## config.mk

```make
export PLATFORM = sky130hd
export DESIGN_NAME = sclk_monitor
export DESIGN_NICKNAME = d
export VERILOG_FILES = /design/src/rtl/sclk_mon_pkg.sv /design/src/rtl/sync_edge_det.sv /design/src/rtl/sclk_monitor.sv
export SDC_FILE = /design/constraint.sdc
export NUM_CORES = 1
export LEC_CHECK = 0
export CORE_ASPECT_RATIO = 1.1
export CORE_MARGIN = 1.5
export CORE_UTILIZATION = 35
export CTS_CLUSTER_SIZE = 10
export DETAILED_ROUTE_END_ITERATION = 8
export GPL_TIMING_DRIVEN = 0
export HOLD_SLACK_MARGIN = 0.1
export SLEW_MARGIN = 40
export SYNTH_ARGS = -nofsm -noshare
export SYNTH_HDL_FRONTEND = slang
export SYNTH_SLANG_ARGS = --single-unit
```

## constraint.sdc

```tcl
create_clock -name clk -period 5.8 [get_ports clk]
set_input_delay 1.16 -clock clk [delete_from_list [all_inputs] [get_ports clk]]
set_output_delay 1.16 -clock clk [all_outputs]
set_load 0.01 [all_outputs]
```

## src/rtl/sclk_mon_pkg.sv

```systemverilog
// Shared types and default sizing for the slow-clock monitor.
package sclk_mon_pkg;

  typedef enum logic [2:0] {
    ACQ0  = 3'd0,
    ACQ1  = 3'd1,
    ACQ2  = 3'd2,
    LOCK  = 3'd3,
    STALL = 3'd4
  } state_t;

  localparam int CNT_W_DEF       = 32;
  localparam int TIMEOUT_DEF     = 1_000_000;
  localparam int SYNC_STAGES_DEF = 2;

endpackage

```

## src/rtl/sync_edge_det.sv

```systemverilog
// Brings an asynchronous level into the clk domain and flags its synced edges.
// rise_o/fall_o are combinational from the last sync stage and its one-cycle-delayed copy.
module sync_edge_det #(
  parameter int SYNC_STAGES = 2
) (
  input  logic clk,
  input  logic rst,
  input  logic sclk_i,
  output logic rise_o,
  output logic fall_o
);

  logic [SYNC_STAGES-1:0] sync_q;
  logic [SYNC_STAGES-1:0] sync_d;
  logic                   prev_q;
  logic                   s_w;

  always_comb begin
    sync_d = {sync_q[SYNC_STAGES-2:0], sclk_i};
    s_w    = sync_q[SYNC_STAGES-1];
  end

  always_ff @(posedge clk or posedge rst) begin
    if (rst) begin
      sync_q <= '0;
      prev_q <= 1'b0;
    end else begin
      sync_q <= sync_d;
      prev_q <= s_w;
    end
  end

  assign rise_o = s_w & ~prev_q;
  assign fall_o = ~s_w & prev_q;

endmodule

```

## src/rtl/sclk_monitor.sv

```systemverilog
// Receive side of the clock divider: edge ticks, half-period/period measurement and stall flag on clk.
// All outputs registered; a synced sclk edge shows on the outputs the cycle after it is detected.
module sclk_monitor
  import sclk_mon_pkg::*;
#(
  parameter int CNT_W       = CNT_W_DEF,
  parameter int TIMEOUT     = TIMEOUT_DEF,
  parameter int SYNC_STAGES = SYNC_STAGES_DEF
) (
  input  logic             clk,
  input  logic             rst,
  input  logic             sclk_in,
  output logic             rise_tick,
  output logic             fall_tick,
  output logic [CNT_W-1:0] half_period,
  output logic [CNT_W-1:0] period,
  output logic             period_valid,
  output logic             stalled,
  output logic [15:0]      edge_count
);

  localparam logic [CNT_W-1:0] ONE_C    = CNT_W'(1);
  localparam logic [CNT_W-1:0] TMO_C    = CNT_W'(TIMEOUT);
  localparam logic [CNT_W-1:0] TMO_M1_C = CNT_W'(TIMEOUT - 1);

  logic             rise_w;
  logic             fall_w;
  logic             edge_w;
  logic             timeout_w;
  logic [CNT_W-1:0] meas_w;

  state_t           state_q, state_d;
  logic [CNT_W-1:0] half_cnt_q, half_cnt_d;
  logic [CNT_W-1:0] half_period_q, half_period_d;
  logic [CNT_W-1:0] period_q, period_d;
  logic             valid_q, valid_d;
  logic             stalled_q, stalled_d;
  logic             rise_q, fall_q;
  logic [15:0]      edge_count_q, edge_count_d;

  sync_edge_det #(
    .SYNC_STAGES (SYNC_STAGES)
  ) u_sync (
    .clk    (clk),
    .rst    (rst),
    .sclk_i (sclk_in),
    .rise_o (rise_w),
    .fall_o (fall_w)
  );

  always_comb begin
    edge_w        = rise_w | fall_w;
    meas_w        = half_cnt_q + ONE_C;
    // A coincident edge completes a valid half, so it pre-empts the timeout.
    timeout_w     = !edge_w && (half_cnt_q == TMO_M1_C);

    state_d       = state_q;
    half_period_d = half_period_q;
    period_d      = period_q;
    valid_d       = valid_q;
    stalled_d     = stalled_q;
    edge_count_d  = edge_count_q;

    if (edge_w) begin
      half_cnt_d = '0;
    end else if (half_cnt_q == TMO_C) begin
      half_cnt_d = half_cnt_q;
    end else begin
      half_cnt_d = meas_w;
    end

    if (rise_w) begin
      edge_count_d = edge_count_q + 16'd1;
    end

    case (state_q)
      ACQ0: begin
        if (edge_w) state_d = ACQ1;
      end
      ACQ1: begin
        if (edge_w) begin
          state_d       = ACQ2;
          half_period_d = meas_w;
        end
      end
      ACQ2, LOCK: begin
        if (edge_w) begin
          state_d       = LOCK;
          half_period_d = meas_w;
          period_d      = meas_w + half_period_q;
          valid_d       = 1'b1;
        end
      end
      STALL: begin
        if (edge_w) begin
          state_d   = ACQ1;
          stalled_d = 1'b0;
        end
      end
      default: state_d = ACQ0;
    endcase

    if (timeout_w) begin
      state_d   = STALL;
      stalled_d = 1'b1;
      valid_d   = 1'b0;
    end
  end

  always_ff @(posedge clk or posedge rst) begin
    if (rst) begin
      state_q       <= ACQ0;
      half_cnt_q    <= '0;
      half_period_q <= '0;
      period_q      <= '0;
      valid_q       <= 1'b0;
      stalled_q     <= 1'b0;
      rise_q        <= 1'b0;
      fall_q        <= 1'b0;
      edge_count_q  <= '0;
    end else begin
      state_q       <= state_d;
      half_cnt_q    <= half_cnt_d;
      half_period_q <= half_period_d;
      period_q      <= period_d;
      valid_q       <= valid_d;
      stalled_q     <= stalled_d;
      rise_q        <= rise_w;
      fall_q        <= fall_w;
      edge_count_q  <= edge_count_d;
    end
  end

  assign rise_tick    = rise_q;
  assign fall_tick    = fall_q;
  assign half_period  = half_period_q;
  assign period       = period_q;
  assign period_valid = valid_q;
  assign stalled      = stalled_q;
  assign edge_count   = edge_count_q;

endmodule
```

# [Word-level counts from Yosys, hierarchy flattened]
# Index checks and enable logic that the tools add are counted.
[totals] output_inout_bits=84 regBits=122 input_bits=3
[classes] n_addsub=3 muxes=13 reduce_logical=14 bitwise_logic=5 n_eq_ne=10
[op_table] cell="equality test 32 x 20 -> 1 bit, second input constant" n=2
[op_table] cell="2-to-1 mux 32 bit" n=2
[op_table] cell="adder 32 x 1 -> 32 bit, second input constant" n=1
[op_table] cell="adder 32 bit" n=1
[op_table] cell="adder 16 x 1 -> 16 bit, second input constant" n=1
[op_table] cell="2-to-1 mux 3 bit" n=4
[op_table] cell="one-hot mux 3 bit (3 select lines)" n=1
[op_table] cell="AND reduction 2 bit" n=4
[op_table] cell="equality test 3 x 2 -> 1 bit, second input constant" n=2
[op_table] cell="2-to-1 mux 1 bit" n=6
[op_table] cell="!= test 3 bit, second input constant" n=2
[op_table] cell="nonzero test 2 bit" n=3
[op_table] cell="OR reduction 2 bit" n=2
[op_table] cell="equality test 3 x 1 -> 1 bit, second input constant" n=1
[op_table] cell="equality test 3 bit, second input constant" n=1
[op_table] cell="logical NOT 3 bit" n=1
[op_table] cell="!= test 3 x 1 -> 1 bit, second input constant" n=1
[op_table] cell="AND reduction 3 bit" n=1
[op_table] cell="OR reduction 3 bit" n=1
[op_table] cell="AND 1 bit" n=2
[op_table] cell="!= test 2 bit, second input constant" n=1
[op_table] cell="NOT 1 bit" n=2
[op_table] cell="logical AND 1 bit" n=1
[op_table] cell="logical NOT 1 bit" n=1
[op_table] cell="bitwise OR 1 bit" n=1

# [Depth between registers and ports, before layout]
[depth] depth_word=7 ltp_mapped=16 mapped_depth_nobuf=16

# [Hierarchy]
# From an unflattened synthesis, not the netlist that was laid out.
[hier_totals] hier_cells=777 area_unflattened_um2=6988.0
[by_module_without_submodules] mod="sclk_monitor" area_each_um2=6894.1 n_inst=1 cells_per_inst=771 seq_area_each_um2=2977.9
[by_module_without_submodules] mod="sync_edge_det" area_each_um2=93.8 n_inst=1 cells_per_inst=6 seq_area_each_um2=75.1

# [Worst setup path before layout]
# OpenSTA, ideal clock, no wires.
[synth_path] path_type="reg-to-reg" startpoint="register half_cnt_q[0]" endpoint="register period_q[31], in the netlist period[31]" n_path_buf=1 stages_incl_launch_ff=17 t_required_ns=5.731 setup_ns=0.069 path_slack_ns=2.390 arrival_time_ns=3.341 cell_sequence="dfrtp_1 -> ha_1 -> nand3_1 -> nor3_2 -> nand3_1 -> nor3_1 -> nand3_1 -> xor2_1 -> inv_1 -> ha_1 -> clkbuf_1 -> a21o_1 -> a21o_1 -> a21oi_1 -> o21ai_0 -> or4_1 -> nand3_1"
[synth_via] elab_chain_len=2
[synth_rtl] element="start: declaration" line_no="sclk_monitor.sv:33" rtl="logic [CNT_W-1:0] half_cnt_q, half_cnt_d;"
[synth_rtl] element="start signal: assignment" line_no="sclk_monitor.sv:123" rtl="half_cnt_q <= half_cnt_d;"
[synth_rtl] element="adder 32 x 1 -> 32 bit" line_no="sclk_monitor.sv:53" rtl="meas_w = half_cnt_q + ONE_C;"
[synth_rtl] element="via meas_w[28]" line_no="sclk_monitor.sv:30" rtl="logic [CNT_W-1:0] meas_w;"
[synth_rtl] element="adder 32 bit" line_no="sclk_monitor.sv:90" rtl="period_d = meas_w + half_period_q;"
[synth_rtl] element="end signal: assignment" line_no="sclk_monitor.sv:125" rtl="period_q <= period_d;"
[synth_rtl] element="end: declaration" line_no="sclk_monitor.sv:35" rtl="logic [CNT_W-1:0] period_q, period_d;"
# The timed path passes the listed nets, and every way through them passes these cells.
# A chain may end at the register's enable or synchronous reset.

# [Final worst setup path]
# Ends and elaborated chain as after synthesis.

==> reports/qor.csv <==
metric,value,unit
Fin. Hold Viols,0,
ys flop type,dfrtp_1,
Tot Pwr,2.41,mW
critical path endpoint category,flop,
clk sink count,122,
deepest clock path buffer count,2,
post-synth top area cell,dfrtp_1,
Starting Density,35.5,%
Layout Cells excl Fill,1083,
YS warnings,0,
CTS H-tree depth,4,
pin count of the biggest net entering global routing,77,
"most common cell after layout, fill and taps aside",dfrtp_1,
ANT cells,0,
final cycle utilization of the critical path,75.3,%
Final setup violation count,0,
final max-slew violation count,0,
Worst Tran Pin Value,638,ps
fmax,229,MHz
design area,0.00857,mm²
GRT Util Overall,18.3,%
R2R Setup Slk,1430,ps
maximum vdd ir drop,0.202,mV
cell mode on critical path,nand3_1,
Vias/cell,5.09,
asr flop ratio synth,100,%
WP data required,6150,ps
vias in the first global route,5396,
min-delay worst type,flop to flop,
final hold slack,348,ps
Worst EP arrival,4720,ps
1st-iter DRT viols,273,
Sequential Area,0.00305,mm²
share of cells above drive strength 1,6.34,%
initial antenna violation count,0,
P_leak,4.02,nW
hold bufs inserted after CTS,0,
RSZ-0062 raised after global routing,no,
Synth area leaders,"dfrtp_1 45%, ha_1 8.0%, nand2_1 5.6%, xnor2_1 5.3%, o21ai_0 4.8%",
Setup CP Type,flop to flop,
setup tns final,0,ps
Detailed Place HPWL,13500,µm
power density cells,282,mW/mm²
first-pass GRT wire length,28400,µm
"flops & latches, synth",122,
register area share after synthesis,45.2,%
syn nets,764,
gr ovfl total,0,
Max Cap Viol,0,
Period minus WS final,4370,ps
most frequent cells in the layout,"122 x dfrtp_1, 100 x nand2_1, 86 x clkdlybuf4s50_1",
first-pass iteration count of the detailed router,7,
Crit-path slowest cell,or4_1,
clock-pin slew of the registers on the worst-case setup and hold paths,50,ps
# resized after CTS,0,
CTS tree,built,
area of placed instances,0.00797,mm²
Layout Utilization,45.0,%
dpl cells,1051,
Worst setup SP type,flop,
max incr delay on CP,490,ps
mean post-synth cell area,9.43,µm²
skew final,10.2,ps
I/O pin count,87,
Post-CTS Setup Inserts,0,
routed wire length,17400,µm
multi-input logic area,0.00348,mm²
PnR worst setup slack,1430,ps
"EDFF count, synth",0,
DIE WIDTH,136,µm
worst rel slew slack,57.5,%
# DRC,0,
clock root buffer,clkbuf_16,
Netlist cell types,57,
Crit Path Max Fanout,7,
crit path cell chain,"ha_1, nand3_1, nor3_2, nand3_1, nor3_1, nand3_1, xor2_1, inv_1, ha_1, clkbuf_1, a21o_1, a21o_1, a21oi_1, o21ai_0, or4_1, nand3_1",
Die H,149,µm
Die Area,0.0202,mm²
routability cong.,0.916,
clock buffer count from CTS,17,
"Cell Area, Synth",0.00676,mm²
Yosys top cell area share,45.2,%
Area Overhead vs Synth,26.7,%
Synth Instances,717,
Core Box Area,0.0190,mm²
Port Buffers,86,
Place WS,1510,ps
worst skew pair latency,430,ps
post-route ant nets,0,
outcome,finished clean,
final net count,870,
fillcell total,1841,
via count,5510,
post-DR wirelength/cell,16.1,µm
# rows,53,
-- registers in the layout, summed over array words and instances (netlist names) --
| signal | flops |
|---|---|
| period | 32 |
| state_q | 3 |
| u_sync.prev_q | 1 |
| period_valid | 1 |
| stalled | 1 |
| edge_count | 16 |
| u_sync.sync_q | 2 |
| fall_tick | 1 |
| half_cnt_q | 32 |
| rise_tick | 1 |
| half_period | 32 |
-- worst paths after layout --
kind                                                  from                    endpoint  cells after the start
worst max-delay path             half_cnt_q[0]$_DFFE_PP0P_      period[31]$_DFFE_PP0P_                     16
min in group asynchronous                              rst   edge_count[0]$_DFFE_PP0P_                      2
worst min-delay path            u_sync.sync_q[0]$_DFF_PP0_  u_sync.sync_q[1]$_DFF_PP0_                      0
max in group asynchronous                              rst  half_cnt_q[23]$_DFFE_PP0P_                      3
worst max register to register   half_cnt_q[0]$_DFFE_PP0P_      period[31]$_DFFE_PP0P_                     16
worst min register to register  u_sync.sync_q[0]$_DFF_PP0_  u_sync.sync_q[1]$_DFF_PP0_                      0
-- power breakdown --
| group | switching [mW] | leakage, nW | internal, mW |
|---|---|---|---|
| Clock | 0.411 | 0.287 | 0.677 |
| Combinational | 0.206 | 2.07 | 0.159 |
| Sequential | 0.0548 | 1.66 | 0.906 |
| Total | 0.671 | 4.02 | 1.74 |
-- layer usage --
metal	global-route usage, %	vias to the layer above	share of wire, %	wire length, µm
met5	0	-	0	0
met4	8.44	0	2.9	511
met3	3.23	30	3.5	610
met2	29.6	101	48	8270
met1	23.7	2652	46	8000
li1	-	2727	-	-
-- cell families after synthesis --
kind of cell	Yosys count	share of synthesized area, %
compound gates	155	13.6
xor+xnor	71	9.31
fa+ha+maj	44	8.25
buf+inv	59	3.29
flops	122	45.2
mux	12	1.96
simple gates	254	18.4
-- Yosys cell counts (all sizes together), types with 3 or more instances --
library cell	number
o21ai	67
a2111oi	3
o21bai	5
a211oi	4
a21oi	37
and4	8
o21a	4
nor2	49
nand3	23
and2	10
inv	36
a21o	13
nor2b	6
ha	43
buf	3
mux2	10
dfrtp	122
clkbuf	20
and3	12
xor2	30
nand2	100
a31oi	4
nor3	12
nor4	5
nand4	18
xnor2	41
-- final cells by class --
| class | count | area share, % |
|---|---|---|
| multi-input combinational | 536 | 40.7 |
| sequential | 122 | 35.6 |
| timing repair buffer | 87 | 10.4 |
| clock buffer | 18 | 5.01 |
| tap | 247 | 3.61 |
| clock inverter | 14 | 2.00 |
| inverter | 36 | 1.67 |
| buffer | 23 | 1.02 |
-- worst max-delay path, delay by kind of cell, from the launching register on --
kind	cells	cell delay (ps)
simple gates	7	1950
compound gates	4	780
fa+ha+maj	2	570
flops	1	450
xor+xnor	1	290
buf+inv	2	270
Power figures use the tool's default switching activity.
